--- config.mk ---
export PLATFORM = sky130hd
export DESIGN_NAME = time_count_chain
export DESIGN_NICKNAME = d
export VERILOG_FILES = /design/src/rtl/clock_pkg.sv /design/src/rtl/bcd_field_counter.sv /design/src/rtl/time_count_chain.sv
export SDC_FILE = /design/constraint.sdc
export NUM_CORES = 1
export LEC_CHECK = 0
export ABC_AREA = 1
export CAP_MARGIN = 20
export CORE_UTILIZATION = 43
export CTS_BUF_LIST = sky130_fd_sc_hd__clkbuf_8
export DETAILED_ROUTE_END_ITERATION = 7
export PLACE_DENSITY = 0.66
export RECOVER_POWER = 100
export SLEW_MARGIN = 30
export SYNTH_ARGS = -nofsm -noshare
export SYNTH_HDL_FRONTEND = slang
export SYNTH_HIERARCHICAL = 1
export SYNTH_SLANG_ARGS = --single-unit
export TNS_END_PERCENT = 5
--- constraint.sdc ---
create_clock -name clk -period 2.7 [get_ports clk]
set_clock_uncertainty 0.15 [all_clocks]
set_input_delay 0.675 -clock clk [delete_from_list [all_inputs] [get_ports clk]]
set_output_delay 0.675 -clock clk [all_outputs]
set_load 0.05 [all_outputs]
--- src/rtl/clock_pkg.sv ---
// Shared types and constants for the BCD time-of-day counter chain.
// Field helpers are pure functions so every counter instance uses the same arithmetic.
package clock_pkg;

    typedef logic [3:0] digit_t;
    typedef logic [7:0] field_t;

    localparam field_t      SEC_MAX          = 8'h59;
    localparam field_t      MIN_MAX          = 8'h59;
    localparam int unsigned HOUR_MAX_DEFAULT = 23;

    // Binary 0..99 to packed BCD {tens, ones}.
    function automatic field_t to_bcd(input int unsigned v);
        digit_t tens;
        digit_t ones;
        tens = digit_t'(v / 10);
        ones = digit_t'(v % 10);
        return {tens, ones};
    endfunction

    // Plain BCD +1 with ones carry; the field wrap is handled by the caller.
    function automatic field_t bcd_inc(input field_t v);
        digit_t tens;
        digit_t ones;
        tens = v[7:4];
        ones = v[3:0];
        if (ones == 4'd9) begin
            return {tens + 4'd1, 4'd0};
        end
        return {tens, ones + 4'd1};
    endfunction

endpackage

--- src/rtl/bcd_field_counter.sv ---
// One BCD time field: strobe synchroniser, rising-edge detect, BCD increment with a
// configurable wrap value and a registered one-cycle wrap pulse.
module bcd_field_counter
    import clock_pkg::*;
#(
    parameter int unsigned SYNC_STAGES = 2,
    parameter field_t      WRAP_VAL    = SEC_MAX
) (
    input  logic   clk,
    input  logic   rst_n,
    input  logic   strobe,
    output field_t count,
    output logic   wrap
);

    logic [SYNC_STAGES-1:0] sync_q, sync_d;
    logic [SYNC_STAGES-1:0] vld_q, vld_d;
    logic                   prev_q, prev_d;
    logic                   armed_q, armed_d;
    field_t                 count_q, count_d;
    logic                   wrap_q, wrap_d;

    logic sync_out;
    logic inc;

    always_comb begin
        sync_d    = '0;
        vld_d     = '0;
        sync_d[0] = strobe;
        vld_d[0]  = 1'b1;
        for (int unsigned i = 1; i < SYNC_STAGES; i++) begin
            sync_d[i] = sync_q[i-1];
            vld_d[i]  = vld_q[i-1];
        end
    end

    // vld_q tracks when the chain holds real post-reset samples; a strobe only counts
    // once it has been seen low after reset, so a level held across reset is ignored.
    always_comb begin
        sync_out = sync_q[SYNC_STAGES-1];
        prev_d   = sync_out;
        armed_d  = armed_q | (vld_q[SYNC_STAGES-1] & ~sync_out);
        inc      = armed_q & sync_out & ~prev_q;
    end

    always_comb begin
        count_d = count_q;
        wrap_d  = 1'b0;
        if (inc) begin
            if (count_q == WRAP_VAL) begin
                count_d = '0;
                wrap_d  = 1'b1;
            end else begin
                count_d = bcd_inc(count_q);
            end
        end
    end

    always_ff @(posedge clk) begin
        if (!rst_n) begin
            sync_q  <= '0;
            vld_q   <= '0;
            prev_q  <= 1'b0;
            armed_q <= 1'b0;
            count_q <= '0;
            wrap_q  <= 1'b0;
        end else begin
            sync_q  <= sync_d;
            vld_q   <= vld_d;
            prev_q  <= prev_d;
            armed_q <= armed_d;
            count_q <= count_d;
            wrap_q  <= wrap_d;
        end
    end

    assign count = count_q;
    assign wrap  = wrap_q;

endmodule

--- src/rtl/time_count_chain.sv ---
// Hour/minute/second BCD counters driven by externally selected advance strobes.
// Fields are independent; chaining is done upstream by feeding s_bit/m_bit back.
module time_count_chain
    import clock_pkg::*;
#(
    parameter int unsigned SYNC_STAGES = 2,
    parameter int unsigned HOUR_MAX    = HOUR_MAX_DEFAULT
) (
    input  logic       clk,
    input  logic       rst_n,
    input  logic       clk_s,
    input  logic       clk_m,
    input  logic       clk_h,
    output logic [7:0] sec,
    output logic [7:0] min,
    output logic [7:0] hour,
    output logic       s_bit,
    output logic       m_bit,
    output logic       h_wrap
);

    bcd_field_counter #(
        .SYNC_STAGES (SYNC_STAGES),
        .WRAP_VAL    (SEC_MAX)
    ) u_sec (
        .clk    (clk),
        .rst_n  (rst_n),
        .strobe (clk_s),
        .count  (sec),
        .wrap   (s_bit)
    );

    bcd_field_counter #(
        .SYNC_STAGES (SYNC_STAGES),
        .WRAP_VAL    (MIN_MAX)
    ) u_min (
        .clk    (clk),
        .rst_n  (rst_n),
        .strobe (clk_m),
        .count  (min),
        .wrap   (m_bit)
    );

    bcd_field_counter #(
        .SYNC_STAGES (SYNC_STAGES),
        .WRAP_VAL    (to_bcd(HOUR_MAX))
    ) u_hour (
        .clk    (clk),
        .rst_n  (rst_n),
        .strobe (clk_h),
        .count  (hour),
        .wrap   (h_wrap)
    );

endmodule

## Word level (Yosys, flattened, before mapping)

Cells that the tools add are included.

- RAM bits: 0
- Flip-flop bits (word level): 45
- Input port bits: 5
- Bits in latches: 0
- Logic and storage cells: 87
- Memory bits (read-only): 0
- Memories: 0
- Output and inout bits: 27

- Multiply operators: 0
- Shift operators: 0
- Mux-type cells: 24
- Bitwise gates (word level): 18
- Add/sub/neg operators: 6
- Reductions and logical operators: 9
- Equality and inequality tests: 6
- Div/mod/pow operators: 0
- $lt $le $gt $ge: 0

Operators by type and width:

| operator | number |
|---|---|
| 2-to-1 mux 8 bit | 9 |
| adder 4 x 1 -> 4 bit (second input constant) | 6 |
| equality test 8 x 7 -> 1 bit (second input constant) | 2 |
| 2-to-1 mux 1 bit | 15 |
| equality test 4 bit (second input constant) | 3 |
| AND reduction 2 bit | 6 |
| bitwise AND 1 bit | 9 |
| equality test 8 x 6 -> 1 bit (second input constant) | 1 |
| inverter 1 bit | 6 |
| nonzero test 2 bit | 3 |
| OR 1 bit | 3 |

## Longest topological paths before layout

Gate-level depths: netlist (run 1).

- Depth after elaboration: 6
- Gate-level depth with buffers: 10
- Gate-level depth less buffers: 10

## Modules after synthesis

Netlist (run 1), hierarchy kept.

Modules (own cells, without submodules):

| module | seq. area each (µm²) | times used | cells each | area each (µm²) |
|---|---|---|---|---|
| bcd_field_counter at u_hour | 300.3 | 1 | 88 | 719.4 |
| bcd_field_counter at u_sec | 300.3 | 1 | 84 | 660.6 |
| bcd_field_counter at u_min | 300.3 | 1 | 86 | 650.6 |

## Least setup slack after synthesis (run 1)

No wires, ideal clock.

- Path type: reg2reg
- Start point: register u_sec.count_q[0], in the netlist u_sec/count[0]
- End point: register u_sec.count_q[4], in the netlist u_sec/count[4]
- Cell stages (with the launch flop): 7
- Path buffers: 0
- Required time: 2.432 ns
- Data arrival time: 1.504 ns
- Period minus slack after synthesis: 1.772 ns
- Library setup time: 0.118 ns
- Setup slack: 0.928 ns
- Path through: dfxtp_1 > ha_1 > nand2_1 > nor2_2 > nand2_4 > o21ai_2 > nor2_1

- Word-level cells in the longest chain between the ends: 6
- Elaborated cells between the ends (all ways): 8
- Classes of those cells: eq/ne (2); mux (4); reduce/logical (2)

RTL lines:

| what | RTL line | text |
|---|---|---|
| start: declaration | bcd_field_counter.sv:20 | `field_t count_q, count_d;` |
| start signal: assignment | bcd_field_counter.sv:72 | `count_q <= count_d;` |
| equality test 4 bit | clock_pkg.sv:27 | `if (ones == 4'd9) begin` |
| 2-to-1 mux 1 bit | clock_pkg.sv:27 |  |
| 2-to-1 mux 1 bit | bcd_field_counter.sv:50 | `if (count_q == WRAP_VAL) begin` |
| 2-to-1 mux 1 bit | bcd_field_counter.sv:49 | `if (inc) begin` |
| nonzero test 2 bit (no source line) | -- |  |
| AND reduction 2 bit (no source line) | -- |  |

Several ways; a longest one is shown, not always the timed one. The select of a mux whose other input is x is not followed.
A chain may end at the register's enable or synchronous reset.

## Worst setup path after layout (run 1)

- Start point: register u_hour.count_q[6], in the netlist u_hour/count[6]
- End point: output port hour[6]

RTL lines:

| what | RTL line | text |
|---|---|---|
| start: declaration | bcd_field_counter.sv:20 |  |
| start signal: assignment | bcd_field_counter.sv:72 |  |
| end: declaration | time_count_chain.sv:16 | `output logic [7:0] hour,` |

No word-level cell between the ends.

==> flow_metrics.tcl, run 1 <==
set metrics [dict create \
    synth-simple-area-share_pct 32.9 \
    cts_sinks 45 \
    grt_max_degree 32 \
    crit_path_max_incr_delay_ns 0.91 \
    fmax_mhz 402 \
    final_common_cell "nand2_1" \
    crit_path_top_delay_cell "dlygate4sd3_1" \
    syn2layout_area_growth_pct 22.8 \
    synth_xor_xnor_area_share_pct 3.02 \
    synthTopCellsByArea "dfxtp_1 (44%), nand2_1 (9.4%), ha_1 (7.4%)" \
    irDropWorstVdd_uv 323 \
    layout.area.seq_sq_um 901 \
    num_rows 24 \
    cts_setup_buffers 0 \
    gr-usage-all-layers_pct 14.8 \
    drc_errors 2 \
    syn_avg_cell_area_sq_um 7.87 \
    drt-vias-per-instance 4.57 \
    holdWs_ns 0.266 \
    die_w_microns 70.7 \
    cp_top_family "buffers and inverters" \
    cts_tree "done" \
    nNetsFinal 311 \
    setup_viol 0 \
    synth_fa_ha_area_share_pct 7.39 \
    start_util_pct 45.7 \
    ioPinCount 32 \
    status "finished, violations left" \
    ys_seq_elements 45 \
    cp_max_fo 7 \
    yosys_warnings 6 \
    cp.buffers_inverters 1 \
    cts-resized-gates 0 \
    grt_pass1_vias 1463 \
    grt_antenna_before_repair 0 \
    cts_max_level 2 \
    fillers 422 \
    seq_area_frac_synth_pct 44.4 \
    fin_crit_ns 2.49 \
    synth_compound_area_share_pct 3.70 \
    hold_path_class "reg2reg" \
    cp-end-kind "output port" \
    drive_gt1_share_pct 11.2 \
    worst_pin_slew_ns 0.506 \
    dp_hpwl_mm 2.44 \
    multi_input_area_sq_um 946 \
    synth_top_cell_by_area "dfxtp_1" \
    fin_setup_tns_ns 0 \
    drtPass1Iterations 8 \
    synth_mux_area_share_pct 0 \
    drv_cap 0 \
    clockRootBuffer "clkbuf_8" \
    violations "design-rule violations" \
    synth_top_area_share_pct 44.4 \
    wl_per_cell_microns 9.74 \
    place.gp.congestion 0.731 \
    synth_top_family_by_area "simple AND/OR/NAND/NOR gates" \
    grt_pass1_wl_mm 5.98 \
    core_sq_mm 0.00444 \
    required_ns 1.88 \
    slew_headroom_pct 66.1 \
    io_buffers 31 \
    grt-ovfl-total 0 \
    synth.net_count 275 \
    wirelength_mm 3.38 \
    cts.clk_slew.worst_paths_ns 0.08 \
    clock_path_buffers 2 \
    p_per_area_mw_per_mm2 474 \
    crit_arrival_ns 1.66 \
    hold_violations 0 \
    hold_buffers 0 \
    num_vias 1585 \
    crit_chain "dlygate4sd3_1" \
    p_leak_nw 1.22 \
    dieArea_sq_mm 0.00500 \
    num_antenna_cells 0 \
    ant_nets 0 \
    crit_type "reg2out" \
    fin_crit_sh_pct 92.2 \
    drt_iter0_drc 88 \
    final_cell_mix "nand2_1 (53), dfxtp_1 (45), inv_1 (40)" \
    fp.dieH_microns 70.7 \
    syn-cell-area_sq_mm 0.00203 \
    synth.distinct_cells 26 \
    clk_latency_ns 0.29 \
    worst_setup_path_start_kind "flip-flop" \
    cts_buffers 5 \
    netlist_instances 258 \
    rsz0062_at_grt "false" \
    final_max_slew_viol_count 0 \
]
-- final timing paths --
kind	startpoint	endpoint	slack [ns]	depth (start not counted)
setup reg to reg	u_sec/count[0]	u_sec/count[6]	0.97	6
setup / recovery	u_hour/count[6]	hour[6]	0.21	1
hold / removal	u_sec/vld_q[0]	u_sec/vld_q[1]	0.27	2
hold reg to reg	u_sec/vld_q[0]	u_sec/vld_q[1]	0.27	2
-- state kept, by name, summed over array words and instances (netlist names), 2 cells and up --
register and count:
u_hour/count 8, u_hour/sync_q 2, u_hour/vld_q 2, u_min/count 8, u_min/sync_q 2, u_min/vld_q 2
u_sec/count 8, u_sec/sync_q 2, u_sec/vld_q 2
-- cell families after synthesis --
group / after synthesis
xor gates and xnor gates: 7
DFF: 45
adders and majority gates: 12
AOI/OAI and AO/OA: 14
and+or+nand+nor: 135
buffers and inverters: 45
-- cells in the mapped netlist, drive strengths merged --
library cell	number
nand4	3
nand2	62
a31oi	1
dfxtp	45
a21oi	7
and3	2
nand3	24
ha	12
xor2	7
buf	1
nand3b	2
nor3	3
clkbuf	2
nor2	39
inv	42
o21ai	6
-- power breakdown --
part | switching, W | total [W] | internal [W]
Clock | 0.000214 | 0.000445 | 0.000231
Combinational | 0.0000317 | 0.0000498 | 0.0000180
Sequential | 0.00000935 | 0.000687 | 0.000678
Total | 0.000255 | 0.00118 | 0.000928
-- cell type report --
type | instances | area share, %
clock inverters | 1 | 0.201
flip-flops and latches | 45 | 36.1
multi-input cells | 168 | 37.9
well taps | 52 | 2.61
clock buffers | 7 | 3.86
repair buffers | 32 | 12.7
inverters | 42 | 6.52
-- stage by stage --
| stage | instances | area, sq um | setup WS, ns | util [%] | power, W |
|---|---|---|---|---|---|
| floorplan | 258 | 2030 | 0.928 | - | 0.000738 |
| global placement | 339 | 2400 | 0.595 | 54.0 | 0.000755 |
| detailed placement | 339 | 2400 | 0.588 | 54.0 | 0.000756 |
| CTS | 347 | 2500 | 0.258 | 56.3 | 0.00120 |
| global route | 347 | 2490 | 0.149 | 56.1 | 0.00124 |
| finish | 347 | 2490 | 0.211 | 56.1 | 0.00118 |
-- worst register-to-register path, cell delays in order, from the launching register on --
cell	delay [ns]
dfxtp_1	0.41
ha_1	0.20
nand2_1	0.07
nor2_2	0.25
nand2_4	0.11
o21ai_0	0.33
nor2_1	0.10
-- layer usage --
layer	part of all wire (%)	global-route usage, %
met4	0.24	3.33
met5	0	0
met3	3.8	4.70
met1	51	18.1
met2	45	25.5
Power figures use the tool's default switching activity.
==> inputs of run 2 (changes only) <==
--- a/config.mk
+++ b/config.mk
@@ -17,4 +17,4 @@
 export SYNTH_HDL_FRONTEND = slang
 export SYNTH_HIERARCHICAL = 1
 export SYNTH_SLANG_ARGS = --single-unit
-export TNS_END_PERCENT = 5
+export TNS_END_PERCENT = 50
==> results of run 2 <==
Final layout, timing and power as in run 1 (identical DEF).
==> inputs of run 3 (changes only) <==
--- a/config.mk
+++ b/config.mk
@@ -10,11 +10,10 @@
 export CORE_UTILIZATION = 43
 export CTS_BUF_LIST = sky130_fd_sc_hd__clkbuf_8
 export DETAILED_ROUTE_END_ITERATION = 7
-export PLACE_DENSITY = 0.66
+export PLACE_DENSITY = 0.67
 export RECOVER_POWER = 100
 export SLEW_MARGIN = 30
 export SYNTH_ARGS = -nofsm -noshare
 export SYNTH_HDL_FRONTEND = slang
-export SYNTH_HIERARCHICAL = 1
 export SYNTH_SLANG_ARGS = --single-unit
 export TNS_END_PERCENT = 50
==> run 3 against run 2 <==
Net effect: the run now ends clean; worst setup slack better by 0.020 ns; final cell count down 6.3%; first-iteration DRC count down 40%; utilization up 0.26 points; flip-flop and latch count down 4; sequential share of layout area down 0.24 points; via count down 6.3%; critical path depth unchanged; sequential power down 9.2%; non-clock buffer count unchanged; routed wire length down 4.7%; total power down 0.72%; critical path type unchanged; critical endpoint unchanged.
==> flow_metrics.tcl, run 3 <==
set metrics [dict create \
    final_max_slew_viol_count 0 \
    wirelength_mm 3.22 \
    cp-end-kind "output port" \
    cts.clk_slew.worst_paths_ns 0.08 \
    wl_per_cell_microns 9.91 \
    drtPass1Iterations 4 \
    syn-cell-area_sq_mm 0.00184 \
    drive_gt1_share_pct 5.09 \
    power_w 0.00117 \
    drc_errors 0 \
    grt-ovfl-total 0 \
    core_sq_mm 0.00406 \
    cts_tree "done" \
    yosys_warnings 0 \
    ioPinCount 32 \
    cts_buffers 5 \
    dieArea_sq_mm 0.00454 \
    rsz0062_at_grt "false" \
    final_cell_mix "nand2_1 (53), inv_1 (41), dfxtp_1 (41)" \
    ys_seq_elements 41 \
    place.gp.congestion 0.817 \
    final_common_cell "nand2_1" \
    ys.flop_type "dfxtp_1" \
    dp_hpwl_mm 2.41 \
    grt_pass1_wl_mm 5.53 \
    crit_chain "dlygate4sd3_1" \
    gr-usage-all-layers_pct 16.6 \
    crit_type "reg2out" \
    hold_buffers 0 \
    status "complete, no violations" \
    yosysMostFrequentCell "nand2_1" \
    p_per_area_mw_per_mm2 513 \
    syn_avg_cell_area_sq_um 7.75 \
    synthTopCellsByCount "nand2_1 (51), dfxtp_1 (41), inv_1 (40)" \
    cp_max_fo 7 \
    synth_enable_flop_cells 0 \
    die_w_microns 67.4 \
    syn2layout_area_growth_pct 24.5 \
    num_rows 23 \
    grt_pass1_vias 1299 \
    top_layer "met4" \
    cts_sinks 41 \
    drt_iter0_drc 53 \
    cts-resized-gates 0 \
    num_vias 1485 \
    seq_area_frac_synth_pct 44.7 \
    grt_max_degree 16 \
    slew_headroom_pct 57.7 \
    fmax_mhz 405 \
    fp.dieH_microns 67.4 \
    wl_met2_mm 1.43 \
    synthArstFlopShare_pct 0 \
    worst_pin_slew_ns 0.634 \
    wl_met1_mm 1.64 \
    ant_nets 0 \
    io_buffers 31 \
    grt_antenna_before_repair 0 \
    worst_setup_path_start_kind "flip-flop" \
    clockRootBuffer "clkbuf_8" \
    hold_path_class "reg2reg" \
    drv_cap 0 \
    synth.net_count 254 \
    cts_setup_buffers 0 \
    fin_crit_sh_pct 91.5 \
    start_util_pct 45.3 \
    crit_path_top_delay_cell "dlygate4sd3_1" \
    synthTopCellsByArea "dfxtp_1 (45%), nand2_1 (10%), ha_1 (8.2%)" \
    setup_viol 0 \
    hold_violations 0 \
    crit_arrival_ns 1.64 \
    cp_top_family "buffers and inverters" \
    netlist_instances 237 \
    nNetsFinal 291 \
    clk_latency_ns 0.29 \
    fin_setup_tns_ns 0 \
    num_antenna_cells 0 \
    clock_path_buffers 2 \
    synth_top_cell_by_area "dfxtp_1" \
    cts_max_level 2 \
    fin_crit_ns 2.47 \
    drt-vias-per-instance 4.57 \
    crit_path_max_incr_delay_ns 0.91 \
    irDropWorstVdd_uv 299 \
    route.met3.wl_microns 112 \
    synth_top_area_share_pct 44.7 \
    p_leak_nw 1.12 \
    required_ns 1.88 \
    synth.distinct_cells 28 \
    cp.buffers_inverters 1 \
]
-- run 3: area by class of cell --
type	instances	area (sq um)
fillers	415	1770
repair buffers	32	314
inverters	43	161
clock inverters	2	33.8
clock buffers	6	82.6
well taps	50	62.6
multi-input cells	151	812
flip-flops and latches	41	821
-- run 3: cells by family (layout without fill, tap and decap cells) --
logic type / count (synthesis) / count (layout) / share of synthesized area [%]
compound gates: 14 / 14 / 4.02
xor+xnor: 6 / 6 / 2.86
fa+ha+maj: 12 / 12 / 8.17
buf+inv: 45 / 83 / 9.33
flops: 41 / 41 / 44.7
simple gates: 119 / 119 / 30.9
-- run 3: layer usage --
layer	track usage (%)	vias up
li1	-	795
met3	6.08	4
met5	0	-
met2	25.6	19
met4	7.18	0
met1	20.6	667
-- run 3: stage by stage --
| step | hold WS [ns] | util (%) | std cells | instance area (sq um) | setup WS [ns] |
|---|---|---|---|---|---|
| after CTS | 0.266 | 57.3 | 325 | 2320 | 0.274 |
| after floorplan | 0.240 | - | 237 | 1840 | 0.958 |
| final | 0.264 | 56.4 | 325 | 2290 | 0.231 |
| after detailed placement | 0.248 | 54.4 | 317 | 2210 | 0.490 |
| after global routing | 0.302 | 56.4 | 325 | 2290 | 0.176 |
| after global placement | 0.242 | 54.4 | 317 | 2210 | 0.548 |
-- run 3: power by group --
group	internal [W]	leakage, nW	switching [W]
clock network	0.000298	0.0626	0.000208
logic	0.0000160	0.727	0.0000279
registers	0.000616	0.333	0.00000801
-- run 3: path summary, 6_finish.rpt --
check | from | to | slack [ns] | cells after the start
max | u_hour.count[6] | hour[6] | 0.23 | 1
min | u_hour.sync_q[0] | u_hour.sync_q[1] | 0.26 | 2
max reg2reg | u_sec.count[0] | u_sec.count[6] | 0.71 | 6
min reg2reg | u_hour.sync_q[0] | u_hour.sync_q[1] | 0.26 | 2
